[src/rtl/btn_debounce_if.sv]
// Button-side signal bundle for btn_debounce: raw pin in, conditioned level/strobes/count out.
interface btn_debounce_if;
    logic       btn_in;
    logic       btn_level;
    logic       press_pulse;
    logic       release_pulse;
    logic       long_pulse;
    logic [7:0] press_count;

    modport master (
        output btn_in,
        input  btn_level, press_pulse, release_pulse, long_pulse, press_count
    );

    modport slave (
        input  btn_in,
        output btn_level, press_pulse, release_pulse, long_pulse, press_count
    );
endinterface

[src/rtl/btn_debounce.sv]
// Pushbutton conditioner: 2-FF synchroniser, debounce FSM, press/release strobes, wrapping press counter.
// Long-press detector is built only when BTN_DEBOUNCE_LONG_PRESS_EN is defined.
module btn_debounce #(
    parameter int DEBOUNCE_CYCLES = 1_000_000,
    parameter int LONG_CYCLES     = 200_000_000,
    parameter bit ACTIVE_LOW      = 1'b1
) (
    input logic           CLOCK_100Mhz,
    input logic           reset,
    btn_debounce_if.slave btn
);

    localparam int                 DEB_W    = $clog2(DEBOUNCE_CYCLES);
    localparam logic [DEB_W-1:0]   DEB_LAST = DEB_W'(DEBOUNCE_CYCLES - 1);
    localparam logic               IDLE_PIN = ACTIVE_LOW;

    if (DEBOUNCE_CYCLES < 2) begin : g_bad_debounce
        $error("btn_debounce: DEBOUNCE_CYCLES must be >= 2");
    end
    if (LONG_CYCLES <= DEBOUNCE_CYCLES) begin : g_bad_long
        $error("btn_debounce: LONG_CYCLES must exceed DEBOUNCE_CYCLES");
    end

    typedef enum logic [1:0] {
        IDLE,
        PRESS_WAIT,
        PRESSED,
        RELEASE_WAIT
    } state_e;

    logic             sync1_q, sync2_q;
    logic             s;
    state_e           state_q, state_d;
    logic [DEB_W-1:0] deb_cnt_q, deb_cnt_d;
    logic             level_q, level_d;
    logic             press_q, press_d;
    logic             release_q, release_d;
    logic [7:0]       count_q, count_d;

    // Sync flops reset to the idle pin level so reset never looks like a press.
    always_ff @(posedge CLOCK_100Mhz or posedge reset) begin
        if (reset) begin
            sync1_q <= IDLE_PIN;
            sync2_q <= IDLE_PIN;
        end else begin
            sync1_q <= btn.btn_in;
            sync2_q <= sync1_q;
        end
    end

    assign s = sync2_q ^ ACTIVE_LOW;

    always_comb begin
        // NOTE: every output gets a default first so no path leaves one unassigned (no latches).
        state_d   = state_q;
        deb_cnt_d = deb_cnt_q;
        level_d   = level_q;
        press_d   = 1'b0;
        release_d = 1'b0;
        count_d   = count_q;
        case (state_q)
            IDLE: begin
                if (s) begin
                    state_d   = PRESS_WAIT;
                    deb_cnt_d = '0;
                end
            end
            PRESS_WAIT: begin
                if (!s) begin
                    state_d   = IDLE;
                    deb_cnt_d = '0;
                end else if (deb_cnt_q == DEB_LAST) begin
                    state_d = PRESSED;
                    level_d = 1'b1;
                    press_d = 1'b1;
                    count_d = count_q + 8'd1;
                end else begin
                    deb_cnt_d = deb_cnt_q + 1'b1;
                end
            end
            PRESSED: begin
                if (!s) begin
                    state_d   = RELEASE_WAIT;
                    deb_cnt_d = '0;
                end
            end
            RELEASE_WAIT: begin
                if (s) begin
                    state_d = PRESSED;
                end else if (deb_cnt_q == DEB_LAST) begin
                    state_d   = IDLE;
                    level_d   = 1'b0;
                    release_d = 1'b1;
                end else begin
                    deb_cnt_d = deb_cnt_q + 1'b1;
                end
            end
            default: state_d = IDLE;
        endcase
    end

    // NOTE: state flops use non-blocking assignments so every flop samples pre-edge values.
    always_ff @(posedge CLOCK_100Mhz or posedge reset) begin
        if (reset) begin
            state_q   <= IDLE;
            deb_cnt_q <= '0;
            level_q   <= 1'b0;
            press_q   <= 1'b0;
            release_q <= 1'b0;
            count_q   <= 8'd0;
        end else begin
            state_q   <= state_d;
            deb_cnt_q <= deb_cnt_d;
            level_q   <= level_d;
            press_q   <= press_d;
            release_q <= release_d;
            count_q   <= count_d;
        end
    end

    assign btn.btn_level     = level_q;
    assign btn.press_pulse   = press_q;
    assign btn.release_pulse = release_q;
    assign btn.press_count   = count_q;

`ifdef BTN_DEBOUNCE_LONG_PRESS_EN
    localparam int                HOLD_W    = $clog2(LONG_CYCLES);
    localparam logic [HOLD_W-1:0] HOLD_LAST = HOLD_W'(LONG_CYCLES - 1);

    logic [HOLD_W-1:0] hold_cnt_q, hold_cnt_d;
    logic              long_done_q, long_done_d;
    logic              long_q, long_d;

    // Hold time survives release bounces; only an accepted release rearms the detector.
    always_comb begin
        hold_cnt_d  = hold_cnt_q;
        long_done_d = long_done_q;
        long_d      = 1'b0;
        if (release_d) begin
            hold_cnt_d  = '0;
            long_done_d = 1'b0;
        end else if (state_q == PRESSED && s) begin
            if (hold_cnt_q != HOLD_LAST) begin
                hold_cnt_d = hold_cnt_q + 1'b1;
            end else if (!long_done_q) begin
                long_d      = 1'b1;
                long_done_d = 1'b1;
            end
        end
    end

    always_ff @(posedge CLOCK_100Mhz or posedge reset) begin
        if (reset) begin
            hold_cnt_q  <= '0;
            long_done_q <= 1'b0;
            long_q      <= 1'b0;
        end else begin
            hold_cnt_q  <= hold_cnt_d;
            long_done_q <= long_done_d;
            long_q      <= long_d;
        end
    end

    assign btn.long_pulse = long_q;
`else
    assign btn.long_pulse = 1'b0;
`endif

endmodule
[src/flat_wrapper.sv]
// flat-port wrapper written by rule: the top's interface ports become plain ports
module btn_debounce_flat 
#(
    parameter int DEBOUNCE_CYCLES = 1_000_000,
    parameter int LONG_CYCLES     = 200_000_000,
    parameter bit ACTIVE_LOW      = 1'b1
)
  (CLOCK_100Mhz, reset, btn_btn_in, btn_btn_level, btn_press_pulse, btn_release_pulse, btn_long_pulse, btn_press_count);
  btn_debounce_if btn_i ();
  input logic CLOCK_100Mhz;
  input logic reset;
  input wire logic [$bits(btn_i.btn_in)-1:0] btn_btn_in;
  output wire logic [$bits(btn_i.btn_level)-1:0] btn_btn_level;
  output wire logic [$bits(btn_i.press_pulse)-1:0] btn_press_pulse;
  output wire logic [$bits(btn_i.release_pulse)-1:0] btn_release_pulse;
  output wire logic [$bits(btn_i.long_pulse)-1:0] btn_long_pulse;
  output wire logic [$bits(btn_i.press_count)-1:0] btn_press_count;
  assign btn_i.btn_in = btn_btn_in;
  assign btn_btn_level = btn_i.btn_level;
  assign btn_press_pulse = btn_i.press_pulse;
  assign btn_release_pulse = btn_i.release_pulse;
  assign btn_long_pulse = btn_i.long_pulse;
  assign btn_press_count = btn_i.press_count;
  btn_debounce #(.DEBOUNCE_CYCLES(DEBOUNCE_CYCLES), .LONG_CYCLES(LONG_CYCLES), .ACTIVE_LOW(ACTIVE_LOW)) u_core (.CLOCK_100Mhz(CLOCK_100Mhz), .reset(reset), .btn(btn_i));
endmodule
[config.mk]
export PLATFORM = sky130hd
export DESIGN_NAME = btn_debounce_flat
export DESIGN_NICKNAME = d
export VERILOG_FILES = /design/src/rtl/btn_debounce_if.sv /design/src/rtl/btn_debounce.sv /design/src/flat_wrapper.sv
export SDC_FILE = /design/constraint.sdc
export NUM_CORES = 1
export LEC_CHECK = 0
export BUFFER_PORTS_ARGS = -buffer_cell sky130_fd_sc_hd__clkbuf_2
export CAP_MARGIN = 20
export CORE_MARGIN = 5
export CORE_UTILIZATION = 55
export CTS_CLUSTER_SIZE = 28
export DETAILED_ROUTE_END_ITERATION = 6
export GPL_ROUTABILITY_DRIVEN = 0
export PLACE_DENSITY = 0.8
export SETUP_SLACK_MARGIN = 0.05
export SLEW_MARGIN = 20
export SYNTH_ARGS = -nofsm -noshare
export SYNTH_HDL_FRONTEND = slang
export SYNTH_SLANG_ARGS = --single-unit
[constraint.sdc]
create_clock -name CLOCK_100Mhz -period 6.1 [get_ports CLOCK_100Mhz]
set_clock_uncertainty 0.1 [all_clocks]
set_input_delay 1.22 -clock CLOCK_100Mhz [delete_from_list [all_inputs] [get_ports CLOCK_100Mhz]]
set_output_delay 1.22 -clock CLOCK_100Mhz [all_outputs]
set_load 0.005 [all_outputs]
==> metrics.cfg <==
[status]
status=finished clean

[timing]
hold_viol_final=0
relSlewSlack_pct=55.6
fin_tns_setup_ns=0
fmaxAchievable_mhz=442
rsz0062_at_grt=no
fin_crit_sh_pct=37.1
worst_slew_pin_slew_ns=0.662
hold_slack_ns=0.272
fin_ws_ns=3.84
final-setup-viol-count=0
fin_crit_ns=2.26
maxSlewViolCount=0

[floorplan]
initial_utilization_pct=57.8
io_pins=15
rows=21
fp.dieH_um=69.9
die_x_um=69.9
core-area_um2=3420
dieArea_um2=4890

[synthesis]
yosysTopAreaCellShare_pct=41.8
synthArstFlopShare_pct=100
synth-xor-area-share_pct=3.99
syn-cell-area_um2=1970
synth_mux_area_share_pct=4.12
synth_enable_flop_cells=0
synth_nets=207
yosysWarnings=0
ys_seq_area_share_pct=44.5
yosys.area_share.simple_pct=28.6
yosys-top-cells-area=dfrtp_1 42%, nand2_1 4.0%, mux2i_1 3.5%, nand3_1 3.0%, a21oi_1 2.8%
ys_top_cells_by_count=33 x dfrtp_1, 21 x nand2_1, 12 x nand3_1
avgSynthCellArea_um2=9.77
synth_compound_area_share_pct=13.0
synthCells=202
synth_top_family_by_area=simple AND/OR/NAND/NOR gates
synth-seq-cells=35
synth_cell_types=55
synth_most_common_cell=dfrtp_1
synth-adder-area-share_pct=1.27
synth_top_cell_by_area=dfrtp_1
synth_top_flop_cell=dfrtp_1

[clock_tree]
cts.clk_slew.worst_paths_ns=0.10
htreeDepth=2
cts_tree=yes
clk_path_buf_depth=2
clk_latency_ns=0.37
postCtsSetupBuffers=0
cts_buffers=5
cts.sinks=35
ctsHoldBuffers=0
clockRootBuffer=clkbuf_4
ctsResizeCount=0

[finish]
nets=216
diodes=0
syn_to_final_growth_pct=8.56
drive_gt1_share_pct=16.0

[critical_path]
ff2ff_path_depth=4
worst_setup_path_end_kind=flop
cp-start-kind=flop
crit_arrival_ns=2.39
worstSetupPathType=reg -> reg
cp_max_fo=14
worstPathRequired_ns=6.22

[placement]
port_buffers=13
post-place-ws_ns=3.55
hpwl_mm=3.01

[power]
irDropWorstVdd_uv=129
leakagePower_nw=0.944
power.density_nw_per_um2=210

[drt]
viasPerCell=6.34
ant_nets=0
avgRoutedWirePerCell_um=16.7
drc_errors=0
first_iter_violations=102
wl_mm=4.30
firstDrtPassIters=5
vias=1637

[grt]
grt_max_degree=36
overflow=0
track_usage_pct=19.1
grt_pass1_wl_mm=7.49
antenna_found_initial=0
grt_pass1_vias=1559

[hold_path]
hold_depth=0
hp-class=reg -> reg

[flow_run]
max_cap_violations=0

[final timing paths]
path	from	to	slack, ns
worst min register to register	u_core.sync1_q	u_core.sync2_q	0.27
min in group asynchronous	reset	u_core.btn.press_pulse	0.80
max in group asynchronous	reset	u_core.sync2_q	4.75
worst max register to register	u_core.deb_cnt_q[7]	u_core.deb_cnt_q[13]	3.84
worst min-delay path	u_core.sync1_q	u_core.sync2_q	0.27
worst max-delay path	u_core.deb_cnt_q[7]	u_core.deb_cnt_q[13]	3.84
[registers in the layout (all words and copies together) (netlist names), named ones only]
signal and flops:
u_core.deb_cnt_q 20, u_core.btn.press_pulse 1, u_core.sync2_q 1, u_core.state_q 1, u_core.btn.btn_level 1, u_core.btn.release_pulse 1
u_core.sync1_q 1, u_core.btn.press_count 8
[metrics by stage]
stage                     total power, W  utilization, %  std cells  instance area [um^2]
after global routing            0.000470            62.7        258                  2140
after CTS                       0.000451            62.4        258                  2130
after floorplan                 0.000267               -        202                  1970
after detailed placement        0.000275            59.9        250                  2040
final                           0.000451            62.7        258                  2140
after global placement          0.000272            59.9        250                  2040
[layout make-up]
class / instances / area [um^2]
inverter: 7 / 26.3
timing repair buffer: 14 / 72.6
tap: 46 / 57.6
multi-input combinational: 148 / 1020
clock inverter: 2 / 35.0
sequential: 35 / 878
fill: 291 / 1270
clock buffer: 6 / 51.3
[cells by family after synthesis]
group	after synthesis
AND/OR/NAND/NOR	90
AO/OA/AOI/OAI	38
flip-flops	35
buffers and inverters	19
XOR/XNOR	9
multiplexers	8
adder cells (fa/ha/maj)	2
other	1
[critical path, stage by stage, from the launching register on]
cell and delay, ns:
dfrtp_1 0.44, or4b_4 0.58, nor4_4 0.59, a2111oi_0 0.26, mux2i_1 0.16
[power by group]
part | total (W) | internal [W] | leakage, nW | switching [W]
logic | 0.0000297 | 0.00000936 | 0.418 | 0.0000204
clock network | 0.000180 | 0.0000968 | 0.0482 | 0.0000834
registers | 0.000241 | 0.000236 | 0.478 | 0.00000440
[cells in the final DEF (no fill, tap or decap), types with 5 or more instances in the layout]
master,instances
clkbuf_4,5
mux2i_1,7
xnor2_1,5
nand3_1,12
inv_1,7
clkbuf_2,13
and2_1,6
a21oi_1,10
nand2_1,21
dfrtp_1,33
or4_1,7
nand2b_1,6
nand4_1,7
[routing by layer]
metal | global-route usage (%) | up-vias | wire length [um]
li1 | - | 765 | -
met1 | 24.2 | 818 | 1780
met2 | 30.5 | 47 | 2200
met3 | 3.87 | 7 | 242
met4 | 10.4 | 0 | 83
met5 | 0 | - | 0
Power figures use the tool's default switching activity.
